File: config.mk
export PLATFORM = sky130hd
export DESIGN_NAME = osc_bank
export DESIGN_NICKNAME = d
export VERILOG_FILES = /design/src/rtl/osc_bank.sv
export SDC_FILE = /design/constraint.sdc
export NUM_CORES = 1
export LEC_CHECK = 0
export ABC_AREA = 1
export CORE_MARGIN = 2
export CORE_UTILIZATION = 35
export DETAILED_ROUTE_END_ITERATION = 8
export SLEW_MARGIN = 20
export SYNTH_ARGS = -nofsm -noshare
export SYNTH_HDL_FRONTEND = slang
export SYNTH_SLANG_ARGS = --single-unit
File: constraint.sdc
create_clock -name clk_in -period 39.4 [get_ports clk_in]
set_clock_uncertainty 0.05 [all_clocks]
set_input_delay 5.91 -clock clk_in [delete_from_list [all_inputs] [get_ports clk_in]]
set_output_delay 5.91 -clock clk_in [all_outputs]
set_load 0.02 [all_outputs]
File: src/rtl/osc_bank.sv
// Multi-channel phase-accumulator oscillator bank. Each sample tick sweeps every channel
// serially (one per clock) and emits a tagged (sample, channel, valid) stream.
module osc_bank #(
   parameter int NUM_CH  = 4,
   parameter int PHASE_W = 32,
   parameter int OUT_W   = 32,
   localparam int CH_W   = $clog2(NUM_CH)
) (
   input  logic                    clk_in,
   input  logic                    rst_in,
   input  logic                    step_in,
   input  logic                    cfg_we_in,
   input  logic [CH_W-1:0]         cfg_ch_in,
   input  logic [PHASE_W-1:0]      cfg_incr_in,
   input  logic [PHASE_W-1:0]      cfg_duty_in,
   input  logic [1:0]              cfg_mode_in,
   input  logic                    cfg_sync_in,
   output logic signed [OUT_W-1:0] amp_out,
   output logic [CH_W-1:0]         amp_ch_out,
   output logic                    amp_valid_out,
   output logic                    busy_out,
   output logic                    overrun_out
);

   typedef enum logic {S_IDLE, S_SWEEP} state_t;

   localparam logic [OUT_W-1:0]   MAX_AMP  = {1'b0, {(OUT_W-1){1'b1}}};
   localparam logic [OUT_W-1:0]   MIN_AMP  = {1'b1, {(OUT_W-1){1'b0}}};
   localparam logic [PHASE_W-1:0] HALF_PH  = {1'b1, {(PHASE_W-1){1'b0}}};
   localparam logic [CH_W:0]      NUM_CH_W = (CH_W+1)'(NUM_CH);

   state_t            r_state, w_nextState;
   logic [CH_W-1:0]   r_idx, w_nextIdx;
   logic              w_evalEn;
   logic [CH_W-1:0]   w_evalCh;

   logic [PHASE_W-1:0] r_phase [NUM_CH];
   logic [PHASE_W-1:0] r_incr  [NUM_CH];
   logic [PHASE_W-1:0] r_duty  [NUM_CH];
   logic [1:0]         r_mode  [NUM_CH];

   logic [OUT_W-1:0]   r_amp;
   logic [CH_W-1:0]    r_ampCh;
   logic               r_valid;
   logic               r_overrun;

   logic               w_cfgHit;
   logic [PHASE_W-1:0] w_p, w_duty, w_shift, w_tri;
   logic [1:0]         w_mode;
   logic [OUT_W-1:0]   w_top, w_triTop, w_wave;

   assign w_cfgHit = cfg_we_in && ({1'b0, cfg_ch_in} < NUM_CH_W);

   always_comb begin
      w_nextState = r_state;
      w_nextIdx   = r_idx;
      w_evalEn    = 1'b0;
      w_evalCh    = r_idx;
      case (r_state)
         S_IDLE: begin
            if (step_in) begin
               w_evalEn    = 1'b1;
               w_evalCh    = '0;
               w_nextState = S_SWEEP;
               w_nextIdx   = CH_W'(1);
            end
         end
         S_SWEEP: begin
            w_evalEn = 1'b1;
            if (r_idx == CH_W'(NUM_CH-1)) begin
               w_nextState = S_IDLE;
               w_nextIdx   = '0;
            end else begin
               w_nextIdx = r_idx + CH_W'(1);
            end
         end
         default: begin
            w_nextState = S_IDLE;
            w_nextIdx   = '0;
         end
      endcase
   end

   // Triangle folds the upper half of the phase back down before taking the top bits
   always_comb begin
      w_p      = r_phase[w_evalCh];
      w_duty   = r_duty[w_evalCh];
      w_mode   = r_mode[w_evalCh];
      w_top    = w_p[PHASE_W-1 -: OUT_W];
      w_shift  = w_p << 1;
      w_tri    = w_p[PHASE_W-1] ? ~w_shift : w_shift;
      w_triTop = w_tri[PHASE_W-1 -: OUT_W];
      w_wave   = '0;
      case (w_mode)
         2'd0:    w_wave = (w_p < w_duty) ? MAX_AMP : MIN_AMP;
         2'd1:    w_wave = {~w_top[OUT_W-1], w_top[OUT_W-2:0]};
         2'd2:    w_wave = {~w_triTop[OUT_W-1], w_triTop[OUT_W-2:0]};
         default: w_wave = '0;
      endcase
   end

   always_ff @(posedge clk_in or posedge rst_in) begin
      if (rst_in) begin
         r_state   <= S_IDLE;
         r_idx     <= '0;
         r_amp     <= '0;
         r_ampCh   <= '0;
         r_valid   <= 1'b0;
         r_overrun <= 1'b0;
      end else begin
         r_state   <= w_nextState;
         r_idx     <= w_nextIdx;
         r_valid   <= w_evalEn;
         r_overrun <= step_in && (r_state == S_SWEEP);
         if (w_evalEn) begin
            r_amp   <= w_wave;
            r_ampCh <= w_evalCh;
         end
      end
   end

   // A sync write wins over the accumulate when it targets the channel being evaluated
   always_ff @(posedge clk_in or posedge rst_in) begin
      if (rst_in) begin
         for (int k = 0; k < NUM_CH; k++) begin
            r_phase[k] <= '0;
            r_incr[k]  <= '0;
            r_duty[k]  <= HALF_PH;
            r_mode[k]  <= 2'd0;
         end
      end else begin
         for (int k = 0; k < NUM_CH; k++) begin
            if (w_cfgHit && (cfg_ch_in == CH_W'(k))) begin
               r_incr[k] <= cfg_incr_in;
               r_duty[k] <= cfg_duty_in;
               r_mode[k] <= cfg_mode_in;
            end
            if (w_cfgHit && (cfg_ch_in == CH_W'(k)) && cfg_sync_in) begin
               r_phase[k] <= '0;
            end else if (w_evalEn && (w_evalCh == CH_W'(k))) begin
               r_phase[k] <= r_phase[k] + r_incr[k];
            end
         end
      end
   end

   assign amp_out       = r_amp;
   assign amp_ch_out    = r_ampCh;
   assign amp_valid_out = r_valid;
   assign busy_out      = (r_state == S_SWEEP);
   assign overrun_out   = r_overrun;

endmodule
==> flow_summary.yaml, run 1 <==
power_and_ir_drop:
  cellInternalPower_mw: 1.28
  total_power_mw: 2.46
  power.clock.fraction_pct: 20.1
  power-per-cell-area_nw_per_um2: 84.3
  power.switching_fraction_pct: 48.0
  seq_power_share_pct: 27.1
  vdd.ir_drop.worst_uv: 41.5
  net_switching_power_of_the_design_mw: 1.18
  comb_power_share_pct: 52.8
  p_leak_nw: 14.2
synthesis:
  post_synth_edffs: 0
  post-synth-top-area-fraction_pct: 42.0
  synthDistinctLibCells: 56
  post_synthesis_async_set_or_reset_flop_share_pct: 100
  post_synth_mux_area_share_pct: 0
  syn-mean-instance-area_um2: 7.59
  post_synth_instance_area_um2: 25400
  cell_count_after_synthesis: 3350
  synth_sequential_area_ratio_pct: 42.4
  ys.warnings.count: 0
  post_synth_xor_area_fraction_pct: 0.654
  synth_top_family_by_area: "compound AO/OA/AOI/OAI gates"
  synth_top_area_cell: "sky130_fd_sc_hd__dfrtp_1"
  synth-main-ff-cell: "sky130_fd_sc_hd__dfrtp_1"
  post_synth_main_area_contributors: "sky130_fd_sc_hd__dfrtp_1 (42%), sky130_fd_sc_hd__nand2_1 (13%), sky130_fd_sc_hd__o21ai_0 (11%)"
  synthSimpleGateAreaFrac_pct: 18.6
  synth_compound_area_share_pct: 22.8
  ys_ff_latch: 431
  synth_nets: 3583
  synth_adder_area_share_pct: 7.99
critical_path:
  critPathBufInv: 3
  path_cells: "clkdlybuf4s50_1 > nand2_4 > nand2_4 > nand2_4 > inv_2 > a21oi_1 > o21ai_4 > buf_4 > ha_1 > nand4_1 > o221ai_1 > a21oi_1 > nand3_2 > nand2_1 > nand2_1 > nand2_1"
  cp-end-kind: "flip-flop"
  crit_slowest_cell: "sky130_fd_sc_hd__clkdlybuf4s50_1"
  timing_worst_setup_path_type: "primary input to flip-flop"
  critical_path.startpoint_type: "primary input"
  worstPathMaxFanout: 53
  worst-endpoint-required_ns: 39.90
  worstSetupStartpoint: "step_in"
  critPathArrivalTime_ns: 10.58
  r2r-start: "busy_out$_DFF_PP0_"
  cp_top_family: "simple AND/OR/NAND/NOR gates"
  critical_path.max_stage_delay_ns: 0.62
detailed_routing:
  post-route-drc-count: 0
  post_drt_via_cell_ratio: 5.28
  via_count: 23233
  antenna_left: 0
  drt-initial-drc-count: 2083
  drt-total-wl_mm: 85.8
  first_pass_iters: 7
  drt-wirelength-per-cell_um: 19.5
finish:
  area_delta_synth_final_pct: 14.8
  num_antenna_cells: 0
  layout_filler_cell_count: 7328
  layout-drive-gt1-share_pct: 4.52
  final_util_pct: 40.7
  seq_area_um2: 10800
  final-instance-count-excl-fill: 4399
  multiInputGateArea_um2: 12700
  final_net_count: 3642
clocking:
  cts-root-to-sink-buffers: 3
  cts-root-buf: "sky130_fd_sc_hd__clkbuf_16"
  clock-sinks: 431
  clkSlewWorstSetupHoldPaths_ns: 0.06
  inserted_clock_buffers: 50
  ctsResizeCount: 0
  cts_max_level: 2
  clk_lat_worst_skew_ns: 0.63
  post-cts-setup-buffer-count: 0
  cts_tree: "done"
  ctsHoldBuffers: 0
sta:
  worst_margin_slew_ns: 0.985
  clock.fmax_ghz: 0.0992
  grt_setup_unrepaired: "false"
  fin_crit_ns: 10.08
  final.hold.worst_slack_ns: 0.431
  slew_headroom_pct: 34.3
  setup_violators_final: 0
  final-max-slew-violation-count: 0
  report.final.hold_viol_count: 0
  fin_crit_sh_pct: 25.6
  total_negative_slack_ns: 0
floorplanning:
  dieArea_um2: 74800
  core-area_um2: 71700
  num_rows: 98
  floorplan.initialDensity_pct: 35.5
  dieHeight_um: 274
  die_w_um: 274
  ios: 110
place:
  post-dp-hpwl_mm: 63.8
  numPortBuffers: 109
  globalplace.congestion: 0.975
  placed_cells_incl_taps: 4306
grt:
  grt-ovfl-total: 0
  grt_antenna_before_repair: 4
  grt_pass1_wl_mm: 132
  grt_util_all_layers_pct: 22.8
  first_global_vias: 21628
  grt_start_max_net_pins: 118
hold_path:
  worst_hold_startpoint: "amp_out[14]$_DFFE_PP0P_"
  worst_hold_path_type: "flip-flop to flip-flop"
job:
  cap_viol_max_count: 0
status:
  outcome: "completed"
==> worst reg2reg max path, cell delays in order (launching register included) <==
cell	delay (ns)
sky130_fd_sc_hd__dfrtp_1	0.47
sky130_fd_sc_hd__inv_2	0.12
sky130_fd_sc_hd__nand2_4	0.08
sky130_fd_sc_hd__nand2_4	0.40
sky130_fd_sc_hd__nand2_4	0.37
sky130_fd_sc_hd__inv_2	0.59
sky130_fd_sc_hd__a21oi_1	0.22
sky130_fd_sc_hd__o21ai_4	0.08
sky130_fd_sc_hd__buf_4	0.43
sky130_fd_sc_hd__ha_1	0.38
sky130_fd_sc_hd__nand4_1	0.15
sky130_fd_sc_hd__o221ai_1	0.15
sky130_fd_sc_hd__a21oi_1	0.21
sky130_fd_sc_hd__nand3_2	0.57
sky130_fd_sc_hd__nand2_1	0.23
sky130_fd_sc_hd__nand2_1	0.07
sky130_fd_sc_hd__nand2_1	0.07
==> state kept, by name (all words and copies together) (netlist names) <==
register,count
r_duty,128
r_incr,128
r_phase,128
amp_out,32
r_mode,8
amp_ch_out,2
r_idx,2
amp_valid_out,1
busy_out,1
overrun_out,1
==> stage by stage <==
stage / cell area (um^2) / setup WS, ns
3_5_place_dp: 27400 / 28.68
2_1_floorplan: 25400 / 21.44
4_1_cts: 29200 / 29.32
3_3_place_gp: 27400 / 28.77
5_1_grt: 29200 / 28.91
6_report: 29200 / 29.32
==> cell usage after synthesis, types with 14 or more instances <==
cell type / number
sky130_fd_sc_hd__a21o_1: 22
sky130_fd_sc_hd__a21oi_1: 290
sky130_fd_sc_hd__a31oi_1: 18
sky130_fd_sc_hd__buf_2: 21
sky130_fd_sc_hd__clkbuf_1: 95
sky130_fd_sc_hd__dfrtp_1: 427
sky130_fd_sc_hd__ha_1: 156
sky130_fd_sc_hd__inv_1: 369
sky130_fd_sc_hd__nand2_1: 852
sky130_fd_sc_hd__nand3_1: 75
sky130_fd_sc_hd__nor2_1: 176
sky130_fd_sc_hd__nor3_1: 28
sky130_fd_sc_hd__o21ai_0: 561
sky130_fd_sc_hd__o21ai_1: 30
sky130_fd_sc_hd__o221ai_1: 33
sky130_fd_sc_hd__o22ai_1: 26
sky130_fd_sc_hd__xor2_1: 14
==> layout by cell type, fill, tap and decap left out, types with 26 or more instances in the layout <==
cell type	Yosys	layout
sky130_fd_sc_hd__inv_1	369	364
sky130_fd_sc_hd__o22ai_1	26	26
sky130_fd_sc_hd__o21ai_1	30	30
sky130_fd_sc_hd__nor3_1	28	28
sky130_fd_sc_hd__clkdlybuf4s50_1	0	109
sky130_fd_sc_hd__a21oi_1	290	290
sky130_fd_sc_hd__nand3_1	75	75
sky130_fd_sc_hd__nor2_1	176	175
sky130_fd_sc_hd__clkbuf_16	0	50
sky130_fd_sc_hd__dfrtp_1	427	427
sky130_fd_sc_hd__nand2_1	852	852
sky130_fd_sc_hd__o21ai_0	561	561
sky130_fd_sc_hd__o221ai_1	33	33
sky130_fd_sc_hd__ha_1	156	156
==> routing by layer <==
metal / track usage, % / routed length (um) / part of all wire (%)
met5: 0 / 12 / 0.014
met4: 7.52 / 3020 / 3.5
met3: 2.68 / 5020 / 5.8
met2: 35.2 / 37600 / 44
met1: 33.0 / 40100 / 47
==> final cells by class <==
cell class	instances	area share (%)
repair buffers	134	4.41
clock buffers	71	5.00
clock inverters	21	1.08
multi-input cells	2417	43.6
inverters	375	4.88
well taps	950	4.07
flip-flops and latches	431	37.0
==> power groups by stage <==
stage / clock network [mW] / logic (mW) / registers [mW]
2_1_floorplan: 0 / 0.878 / 0.655
3_3_place_gp: 0 / 1.27 / 0.670
3_5_place_dp: 0 / 1.28 / 0.669
4_1_cts: 0.502 / 1.28 / 0.665
5_1_grt: 0.521 / 1.46 / 0.679
6_report: 0.495 / 1.30 / 0.667
==> path summary, 6_finish.rpt <==
kind                            cells after the start  slack [ns]                        to
max in group asynchronous                           4       31.26  r_phase[123]$_DFFE_PP0P_
worst min-delay path                                2        0.43   amp_out[14]$_DFFE_PP0P_
worst min register to register                      2        0.43   amp_out[14]$_DFFE_PP0P_
worst max-delay path                               16       29.32   amp_out[22]$_DFFE_PP0P_
worst max register to register                     16       34.71   amp_out[22]$_DFFE_PP0P_
min in group asynchronous                           2        5.82     r_incr[4]$_DFFE_PP0P_
==> cells by family after synthesis <==
kind of cell               after synthesis
xor gates and xnor gates                19
buffers and inverters                  502
AOI/OAI and AO/OA                     1058
and+or+nand+nor                       1180
adders and majority gates              160
DFF                                    431
No activity file was read; power rests on OpenSTA's default activity.
==> run 2, diff against run 1 <==
==> constraint.sdc (replaced) <==
create_clock -name clk_in -period 8.15 [get_ports clk_in]
set_clock_uncertainty 0.05 [all_clocks]
set_input_delay 1.2225 -clock clk_in [delete_from_list [all_inputs] [get_ports clk_in]]
set_output_delay 1.2225 -clock clk_in [all_outputs]
set_load 0.02 [all_outputs]
==> flow_summary.yaml, run 2 (synthesis results as in run 1) <==
status:
  outcome: "completed"
clocking:
  clkSlewWorstSetupHoldPaths_ns: 0.06
  ctsResizeCount: 0
  clk_lat_worst_skew_ns: 0.64
  inserted_clock_buffers: 51
  cts_tree: "done"
  cts-root-buf: "sky130_fd_sc_hd__clkbuf_16"
  ctsHoldBuffers: 0
  post-cts-setup-buffer-count: 0
  clock-sinks: 431
  cts_max_level: 2
  cts-root-to-sink-buffers: 3
sta:
  final-max-slew-violation-count: 0
  clock.fmax_ghz: 0.189
  worst_margin_slew_ns: 0.976
  fin_crit_sh_pct: 64.9
  grt_setup_unrepaired: "false"
  final.hold.worst_slack_ns: 0.427
  total_negative_slack_ns: 0
  slew_headroom_pct: 34.8
  fin_crit_ns: 5.29
  setup_violators_final: 0
  report.final.hold_viol_count: 0
grt:
  grt_pass1_wl_mm: 135
  grt_start_max_net_pins: 170
  grt_util_all_layers_pct: 23.5
  grt-ovfl-total: 0
  grt_antenna_before_repair: 5
  first_global_vias: 22157
critical_path:
  cp-end-kind: "flip-flop"
  timing.reg2reg.worst_path_depth: 16
  critPathBufInv: 3
  worstPathMaxFanout: 53
  critical_path.max_stage_delay_ns: 0.62
  path_cells: "clkdlybuf4s50_1 > nand2_4 > nand2_4 > nand2_4 > inv_2 > a21oi_1 > o21ai_4 > buf_4 > ha_1 > nand4_1 > o221ai_1 > a21oi_1 > nand3_2 > nand2_1 > nand2_1 > nand2_1"
  timing_worst_setup_path_type: "primary input to flip-flop"
  worstSetupStartpoint: "step_in"
  crit_slowest_cell: "sky130_fd_sc_hd__clkdlybuf4s50_1"
  worst-endpoint-required_ns: 8.66
  cp_top_family: "simple AND/OR/NAND/NOR gates"
  timing.critical_path.to: "amp_out[21]$_DFFE_PP0P_"
  regToRegEndpoint: "amp_out[21]$_DFFE_PP0P_"
  critPathArrivalTime_ns: 5.80
  reg2reg_slack_ns: 3.57
  critical_path.startpoint_type: "primary input"
  cp_num_cells: 16
  r2r-start: "busy_out$_DFF_PP0_"
power_and_ir_drop:
  net_switching_power_of_the_design_mw: 5.77
  cellInternalPower_mw: 6.16
  p_leak_nw: 14.2
  power-per-cell-area_nw_per_um2: 409
  power.clock.fraction_pct: 20.0
  power.switching_fraction_pct: 48.4
  seq_power_share_pct: 27.8
  vdd.ir_drop.worst_uv: 219
  comb_power_share_pct: 52.2
floorplanning:
  num_rows: 98
  dieHeight_um: 274
  die_w_um: 274
  core-area_um2: 71700
  dieArea_um2: 74800
  floorplan.initialDensity_pct: 35.5
  ios: 110
detailed_routing:
  drt-wirelength-per-cell_um: 20.0
  post-route-drc-count: 0
  antenna_left: 0
  first_pass_iters: 6
  via_count: 23372
  drt-total-wl_mm: 88.1
  post_drt_via_cell_ratio: 5.31
  drt-initial-drc-count: 2342
finish:
  design_area_final_um2: 29200
  layout_filler_cell_count: 7401
  most_common_cell_after_layout_fill_and_taps_aside: "sky130_fd_sc_hd__nand2_1"
  seq_area_um2: 10800
  layout.cells.most_common_list: "sky130_fd_sc_hd__nand2_1 (852), sky130_fd_sc_hd__o21ai_0 (561), sky130_fd_sc_hd__dfrtp_1 (427)"
  layout-drive-gt1-share_pct: 4.26
  num_antenna_cells: 0
  layout_top_registers: "r_duty (128), r_incr (128), r_phase (128)"
  multiInputGateArea_um2: 12700
  final_net_count: 3640
  area_delta_synth_final_pct: 14.7
place:
  globalplace.congestion: 0.987
  post-dp-hpwl_mm: 65.8
  numPortBuffers: 109
  placedInstanceArea_um2: 27400
hold_path:
  worst_hold_path_type: "flip-flop to flip-flop"
job:
  cap_viol_max_count: 0
run 2: changes by cell type in the layout (fill, tap and decap cells not counted), moves of 2 or more:
| cell | change |
|---|---|
| sky130_fd_sc_hd__clkbuf_1 | +8 |
| sky130_fd_sc_hd__clkinv_2 | -3 |
| sky130_fd_sc_hd__inv_4 | -2 |
| sky130_fd_sc_hd__clkinvlp_4 | +3 |
| sky130_fd_sc_hd__buf_12 | +2 |
| sky130_fd_sc_hd__buf_4 | -5 |
| sky130_fd_sc_hd__clkbuf_8 | -2 |
run 2: metrics by stage:
stage / power [mW] / instances / setup slack [ns] / util, %
2_1_floorplan: 7.41 / 3350 / 1.06 / -
3_3_place_gp: 9.40 / 4303 / 2.33 / 38.2
3_5_place_dp: 9.42 / 4303 / 2.28 / 38.2
4_1_cts: 11.8 / 4397 / 2.94 / 40.6
5_1_grt: 12.9 / 4398 / 2.50 / 40.7
6_report: 11.9 / 4398 / 2.86 / 40.7
run 2: cell type report:
cell class	instances	area share [%]
Timing Repair Buffer	131	4.46
Inverter	375	4.86
Sequential cell	431	37.0
Tap cell	950	4.07
Clock buffer	78	5.10
Clock inverter	16	0.879
Multi-Input combinational cell	2417	43.6
run 2: routing by layer:
metal | part of all wire (%) | vias up | global-route usage [%]
li1 | - | 11350 | -
met1 | 45 | 11063 | 32.6
met2 | 43 | 779 | 35.8
met3 | 7.0 | 178 | 4.12
met4 | 4.8 | 2 | 10.5
met5 | 0.020 | - | 0
run 2: worst register-to-register path, stage by stage, from the launching register on:
cell and delay, ns:
sky130_fd_sc_hd__dfrtp_1 0.47, sky130_fd_sc_hd__inv_2 0.11, sky130_fd_sc_hd__nand2_4 0.08, sky130_fd_sc_hd__nand2_4 0.37
sky130_fd_sc_hd__nand2_4 0.38, sky130_fd_sc_hd__inv_2 0.56, sky130_fd_sc_hd__a21oi_1 0.21, sky130_fd_sc_hd__o21ai_4 0.08
sky130_fd_sc_hd__buf_4 0.45, sky130_fd_sc_hd__ha_1 0.37, sky130_fd_sc_hd__nand4_1 0.14, sky130_fd_sc_hd__o221ai_1 0.13
sky130_fd_sc_hd__a21oi_1 0.21, sky130_fd_sc_hd__nand3_2 0.55, sky130_fd_sc_hd__nand2_1 0.24, sky130_fd_sc_hd__nand2_1 0.07
sky130_fd_sc_hd__nand2_1 0.06
run 2: worst min path at each step:
| stage | endpoint | slack [ns] | startpoint | cells past startpoint |
|---|---|---|---|---|
| floorplan | r_mode[3]$_DFFE_PP0P_ | 0.39 | r_mode[3]$_DFFE_PP0P_ | 2 |
| global route | r_mode[0]$_DFFE_PP0P_ | 0.45 | r_mode[0]$_DFFE_PP0P_ | 2 |
| global placement | r_mode[0]$_DFFE_PP0P_ | 0.41 | r_mode[0]$_DFFE_PP0P_ | 2 |
| CTS | r_mode[0]$_DFFE_PP0P_ | 0.43 | r_mode[0]$_DFFE_PP0P_ | 2 |
| finish | amp_out[16]$_DFFE_PP0P_ | 0.43 | amp_out[16]$_DFFE_PP0P_ | 2 |
| detailed placement | r_mode[0]$_DFFE_PP0P_ | 0.42 | r_mode[0]$_DFFE_PP0P_ | 2 |
run 2: power by group through the flow:
| stage | Combinational (mW) | Clock (mW) | Sequential, mW |
|---|---|---|---|
| 2_1_floorplan | 4.25 | 0 | 3.17 |
| 3_3_place_gp | 6.07 | 0 | 3.33 |
| 3_5_place_dp | 6.10 | 0 | 3.32 |
| 4_1_cts | 6.13 | 2.42 | 3.29 |
| 5_1_grt | 6.99 | 2.51 | 3.35 |
| 6_report | 6.23 | 2.39 | 3.31 |
